[src/rtl/clb_cfg_pkg.sv]
// Shared types and constants for the CLB configuration loader: FSM states,
// frame width, CFG_DATA field offsets and error codes.
package clb_cfg_pkg;

  localparam int CFG_W = 37;

  // LSB positions of the CFG_DATA fields
  localparam int CFG_MUX2_LSB    = 35;
  localparam int CFG_MUX3_LSB    = 33;
  localparam int CFG_MUX4_LSB    = 31;
  localparam int CFG_MUX5_LSB    = 29;
  localparam int CFG_MUX6_LSB    = 27;
  localparam int CFG_LUT_LSB     = 11;
  localparam int CFG_COMBOPT_LSB = 9;
  localparam int CFG_O2M_LSB     = 3;
  localparam int CFG_DQMUX_LSB   = 1;
  localparam int CFG_FLOP_LSB    = 0;

  localparam logic [1:0] ERR_NONE    = 2'b00;
  localparam logic [1:0] ERR_BAD_CNT = 2'b01;
  localparam logic [1:0] ERR_PARITY  = 2'b10;
  localparam logic [1:0] ERR_STOP    = 2'b11;

  typedef enum logic [3:0] {
    ST_IDLE,
    ST_HUNT,
    ST_LEN,
    ST_WAITS,
    ST_DATA,
    ST_PAR,
    ST_STOP,
    ST_WRITE,
    ST_DONE,
    ST_ERR
  } state_t;

endpackage

[src/rtl/clb_cfg_shift.sv]
// Serial-in MSB-first shift register with saturating bit counter.
// last = the next shifted bit completes W bits; shifts only when en, clr resets the count.
module clb_cfg_shift #(
  parameter int W = 8
) (
  input  logic         clk,
  input  logic         rst_n,
  input  logic         clr,
  input  logic         en,
  input  logic         din,
  output logic [W-1:0] dat,
  output logic [W-1:0] nxt,
  output logic         last,
  output logic         full
);

  localparam int CW = $clog2(W + 1);

  logic [CW-1:0] cnt;

  assign nxt  = {dat[W-2:0], din};
  assign last = (cnt >= CW'(W - 1));
  assign full = (cnt == CW'(W));

  always_ff @(posedge clk or negedge rst_n) begin
    if (!rst_n) begin
      dat <= '0;
      cnt <= '0;
    end else if (clr) begin
      cnt <= '0;
    end else if (en) begin
      dat <= nxt;
      if (!full) cnt <= cnt + CW'(1);
    end
  end

endmodule

[src/rtl/clb_cfg_loader.sv]
// Serial CLB configuration loader: preamble hunt, frame count, one 37-bit frame per CLB.
// CFG_WE one cycle after the stop-bit edge; DVALID=0 holds state. Optional parity: CLB_CFG_PARITY_EN.
module clb_cfg_loader
  import clb_cfg_pkg::*;
#(
  parameter int         NUM_CLB  = 4,
  parameter int         ADDR_W   = 2,
  parameter logic [7:0] PREAMBLE = 8'hF2
) (
  input  logic              K,
  input  logic              RST_N,
  input  logic              DIN,
  input  logic              DVALID,
  input  logic              PROG,
  output logic              CFG_WE,
  output logic [ADDR_W-1:0] CFG_ADDR,
  output logic [CFG_W-1:0]  CFG_DATA,
  output logic              BUSY,
  output logic              DONE,
  output logic              ERR,
  output logic [1:0]        ERR_CODE
);

  state_t     state_q, state_d;
  logic [7:0] idx_q, idx_d;
  logic [1:0] code_q, code_d;

  logic             win_en, len_en, frm_en, win_clr, len_clr, frm_clr;
  logic [7:0]       win_dat, win_nxt, len_dat, len_nxt;
  logic [CFG_W-1:0] frm_dat, frm_nxt;
  logic             win_last, len_last, frm_last, win_full, len_full, frm_full;

  clb_cfg_shift #(.W(8)) u_win (
    .clk(K), .rst_n(RST_N), .clr(win_clr), .en(win_en), .din(DIN),
    .dat(win_dat), .nxt(win_nxt), .last(win_last), .full(win_full)
  );

  clb_cfg_shift #(.W(8)) u_len (
    .clk(K), .rst_n(RST_N), .clr(len_clr), .en(len_en), .din(DIN),
    .dat(len_dat), .nxt(len_nxt), .last(len_last), .full(len_full)
  );

  clb_cfg_shift #(.W(CFG_W)) u_frm (
    .clk(K), .rst_n(RST_N), .clr(frm_clr), .en(frm_en), .din(DIN),
    .dat(frm_dat), .nxt(frm_nxt), .last(frm_last), .full(frm_full)
  );

  logic unused_ok;
  assign unused_ok = &{1'b0, win_dat, win_full, len_full, frm_full, frm_nxt};

  always_comb begin
    state_d = state_q;
    idx_d   = idx_q;
    code_d  = code_q;
    win_en  = 1'b0;
    len_en  = 1'b0;
    frm_en  = 1'b0;
    win_clr = 1'b0;
    len_clr = 1'b0;
    frm_clr = 1'b0;
    // PROG wins over any bit presented in the same cycle
    if (PROG) begin
      state_d = ST_HUNT;
      idx_d   = '0;
      code_d  = ERR_NONE;
      win_clr = 1'b1;
      len_clr = 1'b1;
      frm_clr = 1'b1;
    end else begin
      case (state_q)
        ST_HUNT: if (DVALID) begin
          win_en = 1'b1;
          if (win_last && win_nxt == PREAMBLE) state_d = ST_LEN;
        end
        ST_LEN: if (DVALID) begin
          len_en = 1'b1;
          if (len_last) begin
            if (len_nxt == 8'd0 || len_nxt > 8'(NUM_CLB)) begin
              state_d = ST_ERR;
              code_d  = ERR_BAD_CNT;
            end else begin
              state_d = ST_WAITS;
              idx_d   = '0;
            end
          end
        end
        ST_WAITS: if (DVALID && !DIN) begin
          state_d = ST_DATA;
          frm_clr = 1'b1;
        end
        ST_DATA: if (DVALID) begin
          frm_en = 1'b1;
`ifdef CLB_CFG_PARITY_EN
          if (frm_last) state_d = ST_PAR;
`else
          if (frm_last) state_d = ST_STOP;
`endif
        end
`ifdef CLB_CFG_PARITY_EN
        ST_PAR: if (DVALID) begin
          if ((^frm_dat) ^ DIN) begin
            state_d = ST_ERR;
            code_d  = ERR_PARITY;
          end else begin
            state_d = ST_STOP;
          end
        end
`endif
        ST_STOP: if (DVALID) begin
          if (DIN) begin
            state_d = ST_WRITE;
          end else begin
            state_d = ST_ERR;
            code_d  = ERR_STOP;
          end
        end
        ST_WRITE: begin
          if (idx_q == len_dat - 8'd1) begin
            state_d = ST_DONE;
          end else begin
            state_d = ST_WAITS;
            idx_d   = idx_q + 8'd1;
          end
        end
        default: ;
      endcase
    end
  end

  // Outputs are flops decoded from the next state, so CFG_WE cannot glitch
  always_ff @(posedge K or negedge RST_N) begin
    if (!RST_N) begin
      state_q  <= ST_IDLE;
      idx_q    <= '0;
      code_q   <= ERR_NONE;
      CFG_WE   <= 1'b0;
      CFG_ADDR <= '0;
      CFG_DATA <= '0;
      BUSY     <= 1'b0;
      DONE     <= 1'b0;
      ERR      <= 1'b0;
    end else begin
      state_q <= state_d;
      idx_q   <= idx_d;
      code_q  <= code_d;
      CFG_WE  <= (state_d == ST_WRITE);
      if (state_d == ST_WRITE) begin
        CFG_ADDR <= idx_q[ADDR_W-1:0];
        CFG_DATA <= frm_dat;
      end
      BUSY <= !(state_d inside {ST_IDLE, ST_DONE, ST_ERR});
      DONE <= (state_d == ST_DONE);
      ERR  <= (state_d == ST_ERR);
    end
  end

  assign ERR_CODE = code_q;

endmodule

[config.mk]
export PLATFORM = sky130hd
export DESIGN_NAME = clb_cfg_loader
export DESIGN_NICKNAME = d
export VERILOG_FILES = /design/src/rtl/clb_cfg_pkg.sv /design/src/rtl/clb_cfg_shift.sv /design/src/rtl/clb_cfg_loader.sv
export SDC_FILE = /design/constraint.sdc
export NUM_CORES = 1
export LEC_CHECK = 0
export BUFFER_PORTS_ARGS = -buffer_cell sky130_fd_sc_hd__buf_2
export CORE_UTILIZATION = 30
export CTS_CLUSTER_DIAMETER = 50
export DETAILED_ROUTE_END_ITERATION = 16
export GPL_TIMING_DRIVEN = 1
export HOLD_SLACK_MARGIN = 0.12
export SYNTH_ARGS = -nofsm -noshare
export SYNTH_HDL_FRONTEND = slang
export SYNTH_SLANG_ARGS = --single-unit
[constraint.sdc]
create_clock -name K -period 3.4 [get_ports K]
set_input_delay 0.34 -clock K [delete_from_list [all_inputs] [get_ports K]]
set_output_delay 0.34 -clock K [all_outputs]
set_load 0.02 [all_outputs]
[After elaboration in Yosys (flattened, before gate mapping)]
Cells that the tools add are included.
Cells by class
  muxes and demuxes: 46
  bitwise logic cells: 2
  add/subtract/negate cells: 5
  order comparisons: 4
  equal/unequal tests: 24
  reduce and logical (&&, ||, !) cells: 21
Operators with widths (number)
  $mux 4: 18
  $mux 8: 5
  $pmux 4 s6: 1
  $ne 3x3->1 const B: 7
  $mux 6: 3
  $eq 4x3->1 const B: 4
  $eq 4x4->1 const B: 4
  $pmux 8 s2: 1
  $mux 2: 6
  $reduce_and 2->1: 6
  $mux 1: 11
  $reduce_bool 3->1: 3
  $add 4x1->4 const B: 2
  $add 8x1->8 const B: 1
  $eq 4x2->1 const B: 2
  $eq 8x8->1: 1
  $eq 8x8->1 const B: 1
  $ge 4x3->1 const B: 2
  $gt 8x3->1 const B: 1
  $logic_not 8->1: 1
  $sub 8x1->8 const B: 1
  $add 6x1->6 const B: 1
  $eq 6x6->1 const B: 1
  $ge 6x6->1 const B: 1
  other kinds (11): 18
Word-level totals
  flip-flop bits (word level): 123
  output and inout port bits: 45

[Longest topological paths before layout]
  depth in word-level cells: 10
  mapped depth: 11
  gate-level depth less buffers: 10

[Cells and area by module]
A second synthesis with hierarchy kept.
Second synthesis, totals
  cells, all modules: 532
  area total of the unflattened synthesis: 6318.6 µm²
Modules (own cells, without submodules)
  clb_cfg_loader: cells each 269, instances 1, area an instance 2954.1 µm²
  clb_cfg_shift (u_frm): cells each 161, instances 1, area an instance 2083.2 µm²
  clb_cfg_shift (u_len ...): cells each 51, instances 2, area an instance 640.6 µm²

[Worst setup path after synthesis]
OpenSTA, ideal clock, no wires.
  path type: register to register
  start point: register u_len.dat[0]
  end point: register CFG_ADDR[0]
  arrival: 2.230 ns
  buffers on the path: 1
  data required time: 3.275 ns
  stages on the path, launching flop included: 12
  path slack: 1.045 ns
  path through: dfrtp_1 inv_1 ha_1 xor2_1 o311a_2 nand4b_1 and4bb_4 a21o_2 inv_2 nand4_4 buf_6 mux2_4
On the way
  elaborated cells on any way between the ends: 12
RTL lines
  start, declared: RTL line clb_cfg_shift.sv:11  | output logic [W-1:0] dat,
  start signal, assigned: RTL line clb_cfg_shift.sv:32  | dat <= nxt;
  $sub 8x1->8: RTL line clb_cfg_loader.sv:118  | if (idx_q == len_dat - 8'd1) begin
  $eq 8x8->1: RTL line clb_cfg_loader.sv:118
  $mux 4: RTL line clb_cfg_loader.sv:118
  $pmux 4 s6: RTL line clb_cfg_loader.sv:70  | case (state_q)
  $mux 4: RTL line clb_cfg_loader.sv:62  | if (PROG) begin
  net state_d[0]: RTL line clb_cfg_loader.sv:24  | state_t state_q, state_d;
  $eq 4x3->1: RTL line clb_cfg_loader.sv:147  | if (state_d == ST_WRITE) begin
  end signal, assigned: RTL line clb_cfg_loader.sv:148  | CFG_ADDR <= idx_q[ADDR_W-1:0];
  end, declared: RTL line clb_cfg_loader.sv:16  | output logic [ADDR_W-1:0] CFG_ADDR,
The timed path passes the listed nets, and every way through them passes these cells.
A chain may end at the register's enable or synchronous reset.

[Worst setup path in the final report]
  start point: register u_len.dat[0]
  end point: register CFG_DATA[26]
On the way
  cells in the longest elaborated chain, start to end: 8
  elaborated cells on any way between the ends: 12
RTL lines
  $gt 8x3->1 / $logic_not 8->1 (equally long branches): RTL line clb_cfg_loader.sv:78  | if (len_nxt == 8'd0 || len_nxt > 8'(NUM_CLB)) begin
  $logic_or 1x1->1: RTL line clb_cfg_loader.sv:78
  $mux 4: RTL line clb_cfg_loader.sv:78
  $mux 4: RTL line clb_cfg_loader.sv:77  | if (len_last) begin
  $mux 4: RTL line clb_cfg_loader.sv:75  | ST_LEN: if (DVALID) begin
  $pmux 4 s6 *: RTL line clb_cfg_loader.sv:70
  $mux 4 *: RTL line clb_cfg_loader.sv:62
  $eq 4x3->1 *: RTL line clb_cfg_loader.sv:147
  end signal, assigned: RTL line clb_cfg_loader.sv:149  | CFG_DATA <= frm_dat;
  end, declared: RTL line clb_cfg_loader.sv:17  | output logic [CFG_W-1:0] CFG_DATA,
Mark *: on every way between the ends. The rest lies on a longest branch, timed or not.

==> flow_metrics.py <==
metrics = {
    "detailed_routing": {
        "drtIter0Drc": 203,
        "ant_nets": 0,
        "vias_per_cell": 4.64,
        "routedWlPerCell_um": 14.4,
        "drc": 0,
        "wirelength_um": 10500,
        "dr.pass1.iters": 11,
        "via_count": 3399,
    },
    "logic_synthesis": {
        "netlist_area_mm2": 0.00562,
        "synth_cell_types": 56,
        "synthFlopType": "dfrtp_1",
        "ys_warn_count": 0,
        "synth_edf_count": 0,
        "ys_seq_area_share_pct": 54.8,
        "syn_nets": 446,
        "synthCells": 432,
        "ys_async_sr_fraction_pct": 100,
        "ys_seq_elements": 123,
        "synth.avg_cell_area_um2": 13.0,
    },
    "sta": {
        "fin_worst_skew_ns": 0.00841,
        "rsz0062_at_grt": "no",
        "fin_ws_ns": 0.415,
        "relSlewSlack_pct": 32.2,
        "hold_violations": 0,
        "fin_crit_ns": 2.98,
        "fmax_ghz": 0.335,
        "drv_slew": 0,
        "hold_slack_ns": 0.116,
        "finalSetupViolations": 0,
        "finalCritPeriodShare_pct": 87.8,
        "tns_ns": 0,
        "worst_pin_slew_ns": 1.02,
    },
    "flow_run": {
        "max-cap-violations": 0,
    },
    "cts": {
        "clockRootBuffer": "clkbuf_16",
        "cts_tree": "built",
        "clkTransAtPathRegs_ns": 0.06,
        "post_cts_resized": 0,
        "cts_setup_buffers": 0,
        "clk_path_buf_depth": 2,
        "cts_max_level": 4,
        "clock_latency_ns": 0.41,
        "cts.sinks": 123,
        "cts_buffers": 17,
        "cts_hold_buffers": 0,
    },
    "grt": {
        "first_global_vias": 3598,
        "track_usage_pct": 11.9,
        "grt_pass1_wl_um": 18100,
        "grt-ovfl-total": 0,
        "grt_max_degree": 83,
        "antenna_found_initial": 0,
    },
    "power_and_ir_drop": {
        "cellPowerDensity_mw_per_mm2": 619,
        "irDropWorstVdd_v": 0.000387,
        "p_leak_uw": 0.00345,
    },
    "placement": {
        "hpwlAfterDp_um": 7150,
        "place_congestion": 0.829,
        "port_buffers": 49,
        "dpl_worst_slack_ns": 0.424,
    },
    "floorplan": {
        "die_x_um": 139,
        "dieArea_mm2": 0.0193,
        "initial_core_util_pct": 31.0,
        "placementRows": 49,
        "coreArea_mm2": 0.0181,
        "boundaryPins": 50,
        "die_h_um": 139,
    },
    "run_status": {
        "run_status": "complete, no violations",
    },
    "cells_and_area": {
        "final_nets": 505,
        "drive_above_1_share_pct": 37.6,
        "nFillCells": 1744,
        "areaGrowthSynthToFinish_pct": 20.5,
        "finish.utilization_pct": 37.3,
        "antenna_cells": 0,
    },
    "critical_path": {
        "worst-path-max-fanout": 24,
        "required_ns": 3.69,
        "cp-end-kind": "flop",
        "cp_data_arrival_time_ns": 3.28,
        "critical_path_class": "flop to flop",
        "start_kind": "flop",
    },
    "min_path": {
        "hold_class": "input pin to asynchronous set/reset pin",
    },
}
## final cells by class
cell class                      count  area, um2  share of cell area [%]
Inverter                           20       75.1                    1.11
Clock buffer                       20        447                    6.60
Sequential cell                   123       3080                    45.4
Tap cell                          229        287                    4.23
Multi-Input combinational cell    275       2370                    35.0
Clock inverter                     11        216                    3.20
Timing Repair Buffer               54        298                    4.40
## placed cells by master, fill, tap and decap left out, types with 2 or more instances in the layout
master      count
o21ai_0        21
xnor2_1        11
clkinvlp_4      3
buf_2          48
nor2b_1         5
or3_1           6
nor3_1          3
xor2_1          8
dfrtp_1       123
nor2_1         30
and3_1          4
mux2_2         49
nand4_1         4
inv_1          18
ha_1            9
nand4b_1        2
and4b_1         2
o31ai_1         3
mux2_4         39
inv_2           2
nand2_1        15
mux2i_1         3
bufinv_16       6
clkbuf_16      17
a31oi_1         4
and3_2          2
buf_4           5
nand2b_1        6
nand3_1        10
a21o_1          3
a21oi_1         9
clkbuf_1        2
## power breakdown
part | internal [uW] | leakage (uW) | switching (uW)
clock network | 1390 | 0.000313 | 631
registers | 1550 | 0.00169 | 71.5
logic | 230 | 0.00144 | 318
total | 3170 | 0.00345 | 1020
## Yosys cell counts, types with 6 or more instances
cell type / instances / area share [%]
dfrtp_1: 123 / 55
mux2_2: 49 / 9.8
mux2_4: 39 / 10
nor2_1: 31 / 2.1
o21ai_0: 21 / 1.9
inv_1: 18 / 1.2
nand2_1: 15 / 1.0
xnor2_1: 11 / 1.7
nand3_1: 10 / 0.89
a21oi_1: 9 / 0.80
ha_1: 9 / 2.0
xor2_1: 8 / 1.2
nand2b_1: 6 / 0.67
or3_1: 6 / 0.67
## logic make-up after synthesis
group           synth area share, %
fa+ha+maj                      2.00
simple gates                   10.5
mux                            20.8
compound gates                 5.83
xor+xnor                       2.96
flops                          54.8
buf+inv                        3.18
## sequential cells by signal, indices dropped and copies added (netlist names)
register,flops
idx_q,8
u_len.cnt,4
u_frm.dat,37
ERR_CODE,2
BUSY,1
u_win.dat,7
CFG_DATA,37
CFG_ADDR,2
DONE,1
u_frm.cnt,6
ERR,1
CFG_WE,1
state_q,4
u_len.dat,8
u_win.cnt,4
## metrics by stage
| stage | power (uW) | instances | cell area [um2] |
|---|---|---|---|
| 6_report | 4190 | 732 | 6770 |
| 3_5_place_dp | 2200 | 701 | 6110 |
| 3_3_place_gp | 2180 | 701 | 6110 |
| 2_1_floorplan | 2050 | 432 | 5620 |
| 5_1_grt | 4380 | 732 | 6770 |
| 4_1_cts | 4230 | 732 | 6770 |
## metal layers
layer,GRT usage (%),wire [um],up-vias,share of wire (%)
met2,19.1,5070,41,48
met3,2.97,263,16,2.5
met5,0,0,-,0
li1,-,-,1634,-
met4,5.50,180,0,1.7
met1,15.1,5010,1708,48
## critical path: stages (launching register included)
cell      delay [ns]
dfrtp_1         0.42
inv_1           0.10
ha_1            0.22
and2b_2         0.21
a21oi_1         0.13
nand4b_1        0.12
and4bb_4        0.25
o21ai_1         0.28
nand4_4         0.45
buf_12          0.35
mux2_4          0.31
## worst paths after layout
kind	from	to	slack, ns	cells after the start
setup / recovery	u_len.dat[0]$_DFFE_PN0P_	CFG_DATA[26]$_DFFE_PN0P_	0.42	10
hold / removal	RST_N	CFG_DATA[13]$_DFFE_PN0P_	0.12	1
setup reg to reg	u_len.dat[0]$_DFFE_PN0P_	CFG_DATA[26]$_DFFE_PN0P_	0.42	10
hold reg to reg	CFG_DATA[17]$_DFFE_PN0P_	CFG_DATA[17]$_DFFE_PN0P_	0.50	1
max in group asynchronous	RST_N	u_frm.dat[0]$_DFFE_PN0P_	2.42	2
min in group K	DIN	u_frm.dat[0]$_DFFE_PN0P_	0.30	2
No activity file was read; power rests on OpenSTA's default activity.
